File: config.mk
export PLATFORM = sky130hd
export DESIGN_NAME = instruction_fetch
export DESIGN_NICKNAME = d
export VERILOG_FILES = /design/src/rtl/mips_pkg.sv /design/src/rtl/fetch_skid_buf.sv /design/src/rtl/instruction_fetch.sv
export SDC_FILE = /design/constraint.sdc
export NUM_CORES = 1
export LEC_CHECK = 0
export BUFFER_PORTS_ARGS = -buffer_cell sky130_fd_sc_hd__buf_2
export CORE_UTILIZATION = 25
export DETAILED_ROUTE_END_ITERATION = 6
export GPL_ROUTABILITY_DRIVEN = 0
export MAX_ROUTING_LAYER = met4
export SYNTH_ARGS = -nofsm -noshare
export SYNTH_HDL_FRONTEND = slang
export SYNTH_SLANG_ARGS = --single-unit
File: constraint.sdc
create_clock -name clk_i -period 4.85 [get_ports clk_i]
set_input_delay 0.7275 -clock clk_i [delete_from_list [all_inputs] [get_ports clk_i]]
set_output_delay 0.7275 -clock clk_i [all_outputs]
set_load 0.02 [all_outputs]
File: src/rtl/mips_pkg.sv
// Shared MIPS front-end definitions: J opcode, default NOP word, fetch FSM encoding.
package mips_pkg;

   localparam logic [5:0]  OP_J          = 6'b000010;
   localparam logic [31:0] NOP_INSTR_DEF = 32'h0000_0000;   // sll $0,$0,0

   typedef enum logic {
      FS_REQ  = 1'b0,
      FS_HOLD = 1'b1
   } fetch_state_e;

   // Word-align an address; fetch addresses never carry byte offsets.
   function automatic logic [31:0] word_align(input logic [31:0] a);
      return {a[31:2], 2'b00};
   endfunction

endpackage

File: src/rtl/fetch_skid_buf.sv
// One-entry skid holding a fetched word while decode is stalled.
// clear has priority over load, load over drain.
module fetch_skid_buf (
   input  logic        clk_i,
   input  logic        rst_n_i,
   input  logic        load_i,
   input  logic        drain_i,
   input  logic        clear_i,
   input  logic [31:0] instr_i,
   input  logic [31:0] pc_plus4_i,
   output logic [31:0] instr_o,
   output logic [31:0] pc_plus4_o,
   output logic        valid_o
);

   logic [31:0] instr_q, pc_plus4_q;
   logic        valid_q;

   // Capture on load, invalidate on drain, clear or reset.
   always_ff @(posedge clk_i) begin
      if (!rst_n_i || clear_i) begin
         instr_q    <= '0;
         pc_plus4_q <= '0;
         valid_q    <= 1'b0;
      end else if (load_i) begin
         instr_q    <= instr_i;
         pc_plus4_q <= pc_plus4_i;
         valid_q    <= 1'b1;
      end else if (drain_i) begin
         valid_q    <= 1'b0;
      end
   end

   assign instr_o    = instr_q;
   assign pc_plus4_o = pc_plus4_q;
   assign valid_o    = valid_q;

endmodule

File: src/rtl/instruction_fetch.sv
// MIPS IF stage plus IF/ID register with req/ready imem handshake, stall,
// branch redirect and a one-word skid for fetches that land during a stall.
// Optional feature macro: JUMP_PREDECODE_EN (zero-bubble J redirect at fetch).
module instruction_fetch
   import mips_pkg::*;
#(
   parameter logic [31:0] RESET_PC  = 32'h0000_0000,
   parameter logic [31:0] NOP_INSTR = NOP_INSTR_DEF
) (
   input  logic        clk_i,
   input  logic        rst_n_i,
   input  logic        stall_i,
   input  logic        branchTaken_i,
   input  logic [31:0] branchTarget_i,
   output logic        imemReq_o,
   output logic [31:0] imemAddr_o,
   input  logic        imemReady_i,
   input  logic [31:0] imemData_i,
   output logic [31:0] instruction32_o,
   output logic [31:0] pcPlus4_o,
   output logic        ifidValid_o
);

   fetch_state_e state_q;
   logic [31:0]  pc_q;
   logic [31:0]  ifid_instr_q, ifid_pcp4_q;
   logic         ifid_valid_q;

   logic [31:0]  pc_plus4;
   logic [31:0]  fetch_next_pc_d;
   logic         fetch_done;
   logic         skid_load, skid_drain;
   logic [31:0]  skid_instr, skid_pcp4;
   logic         skid_valid;

   // Request is held off during reset so memory never sees a stale address.
   assign imemReq_o  = (state_q == FS_REQ) && rst_n_i;
   assign imemAddr_o = pc_q;
   assign fetch_done = imemReq_o && imemReady_i;
   assign pc_plus4   = pc_q + 32'd4;   // wraps modulo 2^32

   // Next sequential fetch address, optionally short-circuiting J at fetch.
   always_comb begin
      fetch_next_pc_d = pc_plus4;
`ifdef JUMP_PREDECODE_EN
      if (imemData_i[31:26] == OP_J)
         fetch_next_pc_d = {pc_plus4[31:28], imemData_i[25:0], 2'b00};
`endif
   end

   // Branch flush wins over everything; otherwise skid moves only on state edges.
   assign skid_load  = !branchTaken_i && (state_q == FS_REQ) && fetch_done && stall_i;
   assign skid_drain = !branchTaken_i && (state_q == FS_HOLD) && !stall_i;

   fetch_skid_buf u_skid (
      .clk_i      (clk_i),
      .rst_n_i    (rst_n_i),
      .load_i     (skid_load),
      .drain_i    (skid_drain),
      .clear_i    (branchTaken_i),
      .instr_i    (imemData_i),
      .pc_plus4_i (pc_plus4),
      .instr_o    (skid_instr),
      .pc_plus4_o (skid_pcp4),
      .valid_o    (skid_valid)
   );

   // Fetch FSM: PC, state and IF/ID register.
   always_ff @(posedge clk_i) begin
      if (!rst_n_i) begin
         state_q      <= FS_REQ;
         pc_q         <= word_align(RESET_PC);
         ifid_instr_q <= NOP_INSTR;
         ifid_pcp4_q  <= '0;
         ifid_valid_q <= 1'b0;
      end else if (branchTaken_i) begin
         // Any fetch completing this cycle belongs to the wrong path.
         state_q      <= FS_REQ;
         pc_q         <= word_align(branchTarget_i);
         ifid_instr_q <= NOP_INSTR;
         ifid_pcp4_q  <= '0;
         ifid_valid_q <= 1'b0;
      end else begin
         case (state_q)
            FS_REQ: begin
               if (fetch_done) begin
                  pc_q <= fetch_next_pc_d;
                  if (stall_i) begin
                     state_q <= FS_HOLD;
                  end else begin
                     ifid_instr_q <= imemData_i;
                     ifid_pcp4_q  <= pc_plus4;
                     ifid_valid_q <= 1'b1;
                  end
               end
            end
            FS_HOLD: begin
               if (!stall_i) begin
                  state_q      <= FS_REQ;
                  ifid_instr_q <= skid_instr;
                  ifid_pcp4_q  <= skid_pcp4;
                  ifid_valid_q <= skid_valid;
               end
            end
            default: state_q <= FS_REQ;
         endcase
      end
   end

   assign instruction32_o = ifid_valid_q ? ifid_instr_q : NOP_INSTR;
   assign pcPlus4_o       = ifid_pcp4_q;
   assign ifidValid_o     = ifid_valid_q;

endmodule

# Yosys cells after proc, flatten, opt, wreduce, memory -nomap -nowiden
# Index checks and enable logic that the tools add are counted.
op_classes:
  eq_ne: 4
  addsub: 1
  n_bitwise: 2
  reduce_logical: 17
  muxes: 21
ops:
  columns: ["cell", "n"]
  rows:
  - ["$mux W32", 10]
  - ["$pmux W32 S2", 2]
  - ["$add A32 B3 Y32 const B", 1]
  - ["$ne A2 B2 Y1 const B", 4]
  - ["$logic_and A1 B1 Y1", 7]
  - ["$mux W1", 7]
  - ["$pmux W1 S2", 2]
  - ["$reduce_and A2 Y1", 2]
  - ["$reduce_bool A2 Y1", 2]
  - ["$logic_not A1 Y1", 3]
  - ["$reduce_and A3 Y1", 1]
  - ["$not A1 Y1", 2]
  - ["$reduce_or A2 Y1", 1]
  - ["$logic_or A1 B1 Y1", 1]
word_totals:
  output_inout_bits: 98
  elab_cells: 54
  regBits: 163
  in_bits: 69

# Depth between registers and ports, before layout
depth:
  ltp_word: 6
  ltp_mapped: 8
  mapped_depth_nobuf: 6

# By module
# A second synthesis with hierarchy kept.
hier_totals:
  cells_unflattened: 857
  area_unflattened_um2: 7674.9
modules_own_cells:
  columns: ["module", "area_each_um2", "cells_each", "seq_area_each_um2", "n_inst"]
  rows:
  - ["instruction_fetch", 5317.6, 646, 1921.8, 1]
  - ["fetch_skid_buf", 2357.3, 211, 1301.2, 1]

# Least setup slack after synthesis
# No wires, ideal clock.
synth_timing:
  path_type: "in2reg"
  startpoint: "input port branchTaken_i"
  endpoint: "register u_skid.pc_plus4_q[12], in the netlist u_skid.pc_plus4_o[12]"
  slack_ns: 2.637
  t_required_ns: 4.722
  stages: 8
  path_buffers: 5
  t_arrival_ns: 2.085
  setup_ns: 0.128
  path_cell_list: "clkbuf_1 -> inv_1 -> clkbuf_1 -> nand2_1 -> buf_2 -> clkbuf_1 -> buf_1 -> nor2_1"
synth_between:
  elab_chain_cells: 4
  elab_cells_between_ends: 5
  classes_between: "5 x reduce/logical"
synth_rtl:
  columns: ["element", "line", "text"]
  rows:
  - ["start: declaration", "instruction_fetch.sv:13", "input logic branchTaken_i,"]
  - ["$logic_not A1 Y1", "instruction_fetch.sv:52", "assign skid_load = !branchTaken_i && (state_q == FS_REQ) && fetch_done && stall_i;"]
  - ["$logic_and A1 B1 Y1 (3 in a row)", "instruction_fetch.sv:52", null]
  - ["end signal: assignment", "fetch_skid_buf.sv:27", "pc_plus4_q <= pc_plus4_i;"]
  - ["end: declaration", "fetch_skid_buf.sv:16", "logic [31:0] instr_q, pc_plus4_q;"]
# Several ways; a longest one is shown, not always the timed one.
# A chain may end at the register's enable or synchronous reset.

# Final worst setup path
layout_timing:
  startpoint: "register pc_q[2], in the netlist imemAddr_o[2]"
  endpoint: "register ifid_pcp4_q[24], in the netlist pcPlus4_o[24]"
layout_between:
  elab_chain_cells: 4
layout_rtl:
  columns: ["element", "line", "text"]
  rows:
  - ["start: declaration", "instruction_fetch.sv:25", "logic [31:0] pc_q;"]
  - ["start signal: assignment", "instruction_fetch.sv:72", "pc_q <= word_align(RESET_PC);"]
  - ["start signal: assignment", "instruction_fetch.sv:79", "pc_q <= word_align(branchTarget_i);"]
  - ["start signal: assignment", "instruction_fetch.sv:87", "pc_q <= fetch_next_pc_d;"]
  - ["$add A32 B3 Y32", "instruction_fetch.sv:40", "assign pc_plus4 = pc_q + 32'd4;"]
  - ["$mux W32", "instruction_fetch.sv:88", "if (stall_i) begin"]
  - ["$mux W32", "instruction_fetch.sv:86", "if (fetch_done) begin"]
  - ["$pmux W32 S2", "instruction_fetch.sv:84", "case (state_q)"]
  - ["end signal: assignment", "instruction_fetch.sv:92", "ifid_pcp4_q <= pc_plus4;"]
  - ["end signal: assignment", "instruction_fetch.sv:101", "ifid_pcp4_q <= skid_pcp4;"]
  - ["end: declaration", "instruction_fetch.sv:26", "logic [31:0] ifid_instr_q, ifid_pcp4_q;"]
# Every way passes these cells. The select of a mux whose other input is x is not followed.

==> impl_metrics.py <==
metrics = {
    "global_route": {
        "antenna_found_initial": 2,
        "grt_max_degree": 73,
        "grt_overflow": 0,
        "grt_pass1_wl_um": 33900,
        "grt_usage": 0.147,
        "grt_pass1_vias": 5977,
    },
    "placement": {
        "dp_slack_ps": 1760,
        "place_area_mm2": 0.00844,
        "dp_hpwl_um": 14800,
        "port_buffers": 160,
        "dp.cells": 1377,
    },
    "timing": {
        "period_share": 0.583,
        "drv_slew": 0,
        "tns_ps": 0,
        "finClkSkew_ps": 12.4,
        "relSlewSlack": 0.299,
        "setup_ws_ps": 2020,
        "max_freq_mhz": 353,
        "worstMarginPinSlew_ps": 1050,
        "period_minus_slack_ps": 2830,
        "rsz0062_at_grt": "no",
        "setup_violations": 0,
        "final-hold-violation-count": 0,
    },
    "critical_path": {
        "path_cells": "ha_1 -> nand3_1 -> nor2_1 -> nand3_1 -> or3_1 -> a31oi_1",
        "cp_max_fo": 10,
        "cp_data_arrival_time_ps": 3180,
        "cpMostUsedCell": "nand3_1",
        "critPathTopFamily": "simple AND/OR/NAND/NOR gates",
        "slowest_delay_ps": 660,
        "cp-start-kind": "register",
        "cpMaxStageDelayCell": "nor2_1",
        "critPathKind": "reg -> reg",
        "crit_buf_inv": 0,
        "end_kind": "register",
        "critical_path_required_ps": 5200,
    },
    "layout": {
        "postLayoutCoreUtil": 0.312,
        "drive_gt1_frac": 0.217,
        "area_growth_pct": 22.2,
        "final_cells": 1411,
        "final_cell_area_mm2": 0.00901,
        "fillers": 3135,
        "layout.nets": 1082,
    },
    "detailed_routing": {
        "postRouteAntennaNets": 0,
        "vias": 6724,
        "wirelength_um": 21800,
        "wl_per_cell_um": 15.5,
        "drtPass1Iterations": 5,
        "viasPerCell": 4.77,
        "drtIter0Drc": 361,
        "drc": 0,
    },
    "die": {
        "pin_count": 167,
        "die_x_um": 174,
        "core_area_mm2": 0.0289,
        "dieArea_mm2": 0.0302,
        "row_count": 62,
        "initial_core_util": 0.256,
        "die_h_um": 174,
    },
    "yosys": {
        "netlist_instances": 906,
        "synthTopCellsByCount": "157 x dfxtp_1, 108 x nand2_1, 90 x a21oi_1, 72 x o21ai_0, 71 x nor2_1",
        "syn_area_per_cell_um2": 8.14,
        "netlist_area_mm2": 0.00738,
        "async_reset_ff_frac": 0,
        "synthTopCellsByArea": "dfxtp_1 43%, a21oi_1 6.1%, nand2_1 5.5%",
        "synth_compound_area_frac": 0.192,
        "yosys.area.top_type": "dfxtp_1",
        "synthAdderAreaFrac": 0.00170,
        "yosys.area_share.simple": 0.232,
        "yosysSeqAreaShare": 0.426,
        "ys_ff_latch": 157,
        "muxShareOfSynthArea": 0.0463,
        "synth_top_family_by_area": "simple AND/OR/NAND/NOR gates",
        "ys_warn_count": 0,
        "synth_enable_flop_cells": 0,
        "post-synth-top-count-cell": "dfxtp_1",
        "synth_xor_area_frac": 0.0499,
        "synth_flop_cell": "dfxtp_1",
        "synth_top_cell_area_share": 0.426,
        "synth_cell_types": 51,
    },
    "pwr": {
        "peakVddDrop_mv": 0.232,
        "pwr_density_cell_mw_per_mm2": 332,
        "power.leakage_nw": 3.36,
    },
    "clocking": {
        "cts_made_buffers": 17,
        "path_clk_slew_ps": 70,
        "cts.sinks": 157,
        "cts_resized": 0,
        "cts.path.max_buffers": 2,
        "postCtsHoldBufs": 0,
        "htreeDepth": 4,
        "cts_tree": "built",
        "post_cts_buffers": 0,
        "clock_latency_ps": 430,
        "root_buffer": "clkbuf_16",
    },
    "status": {
        "status": "finished clean",
    },
    "hold_path": {
        "hold_path.class": "reg -> reg",
    },
    "job": {
        "cap_violations": 0,
    },
}
## logic make-up after synthesis
family          Yosys count
other cells               1
xor+xnor                 42
mux                      34
fa+ha+maj                 1
flops                   157
compound gates          242
simple gates            337
buf+inv                  92
## through the flow
| stage | hold WS [ps] | total power [mW] |
|---|---|---|
| 4_1_cts | 454 | 3.03 |
| 3_3_place_gp | 441 | 1.68 |
| 2_1_floorplan | 436 | 1.58 |
| 5_1_grt | 470 | 3.12 |
| 3_5_place_dp | 446 | 1.69 |
| 6_report | 450 | 2.99 |
## routing by layer
layer	vias to the layer above	global-route usage	share of wire
met1	3116	0.198	0.49
met4	0	0.0355	0.0084
met5	-	-	0
li1	3399	-	-
met3	14	0.0357	0.054
met2	195	0.221	0.45
## power by group
group	total (mW)	switching (mW)	leakage (nW)	internal (mW)
clock network	1.34	0.611	0.275	0.727
registers	1.37	0.0484	1.28	1.32
logic	0.283	0.182	1.81	0.101
## final timing paths
| path | startpoint | to | slack [ps] | depth (start not counted) |
|---|---|---|---|---|
| hold reg to reg | pcPlus4_o[17] | pcPlus4_o[17] | 450 | 2 |
| hold / removal | pcPlus4_o[17] | pcPlus4_o[17] | 450 | 2 |
| setup reg to reg | imemAddr_o[2] | pcPlus4_o[24] | 2020 | 6 |
| setup / recovery | imemAddr_o[2] | pcPlus4_o[24] | 2020 | 6 |
## cells in the final DEF, fill, tap and decap left out, types with 3 or more instances in the layout
cell,Yosys,final
a211oi_1,40,40
a21o_1,4,4
a21oi_1,90,90
a31oi_1,9,9
and2_1,41,41
and4_1,3,3
buf_2,13,160
buf_4,5,11
clkbuf_16,0,17
clkinvlp_4,0,3
conb_1,1,4
dfxtp_1,157,156
inv_1,4,4
inv_6,0,5
inv_8,0,3
mux2i_1,33,33
nand2_1,108,107
nand3_1,27,26
nand4_1,23,23
nor2_1,71,70
nor2b_1,5,4
nor3_1,10,10
nor4_1,6,6
o211ai_1,10,10
o21ai_0,72,72
o31ai_1,4,4
or3_1,21,21
or4_1,6,6
xnor2_1,18,18
xor2_1,24,24
## flip-flops by register name, summed over array words and instances, names as in the netlist
name / cells
u_skid.pc_plus4_o: 30
ifidValid_o: 1
u_skid.valid_o: 1
u_skid.instr_o: 32
ifid_instr_q: 32
pcPlus4_o: 30
imemAddr_o: 30
state_q: 1
## final cells by class
class,instances,area (um2),area share
sequential,157,3150,0.349
timing repair buffer,172,903,0.100
multi-input combinational,660,3890,0.432
tap,384,480,0.0533
clock buffer,18,429,0.0476
inverter,4,15.0,0.00167
antenna,2,5.00,0.000555
clock inverter,14,145,0.0161
## tightest hold or removal path, cell delays in order, from the launching register on
cell	delay, ps
dfxtp_1	310
nand2_1	50
a21oi_1	50
(Power assumes the default switching activity.)
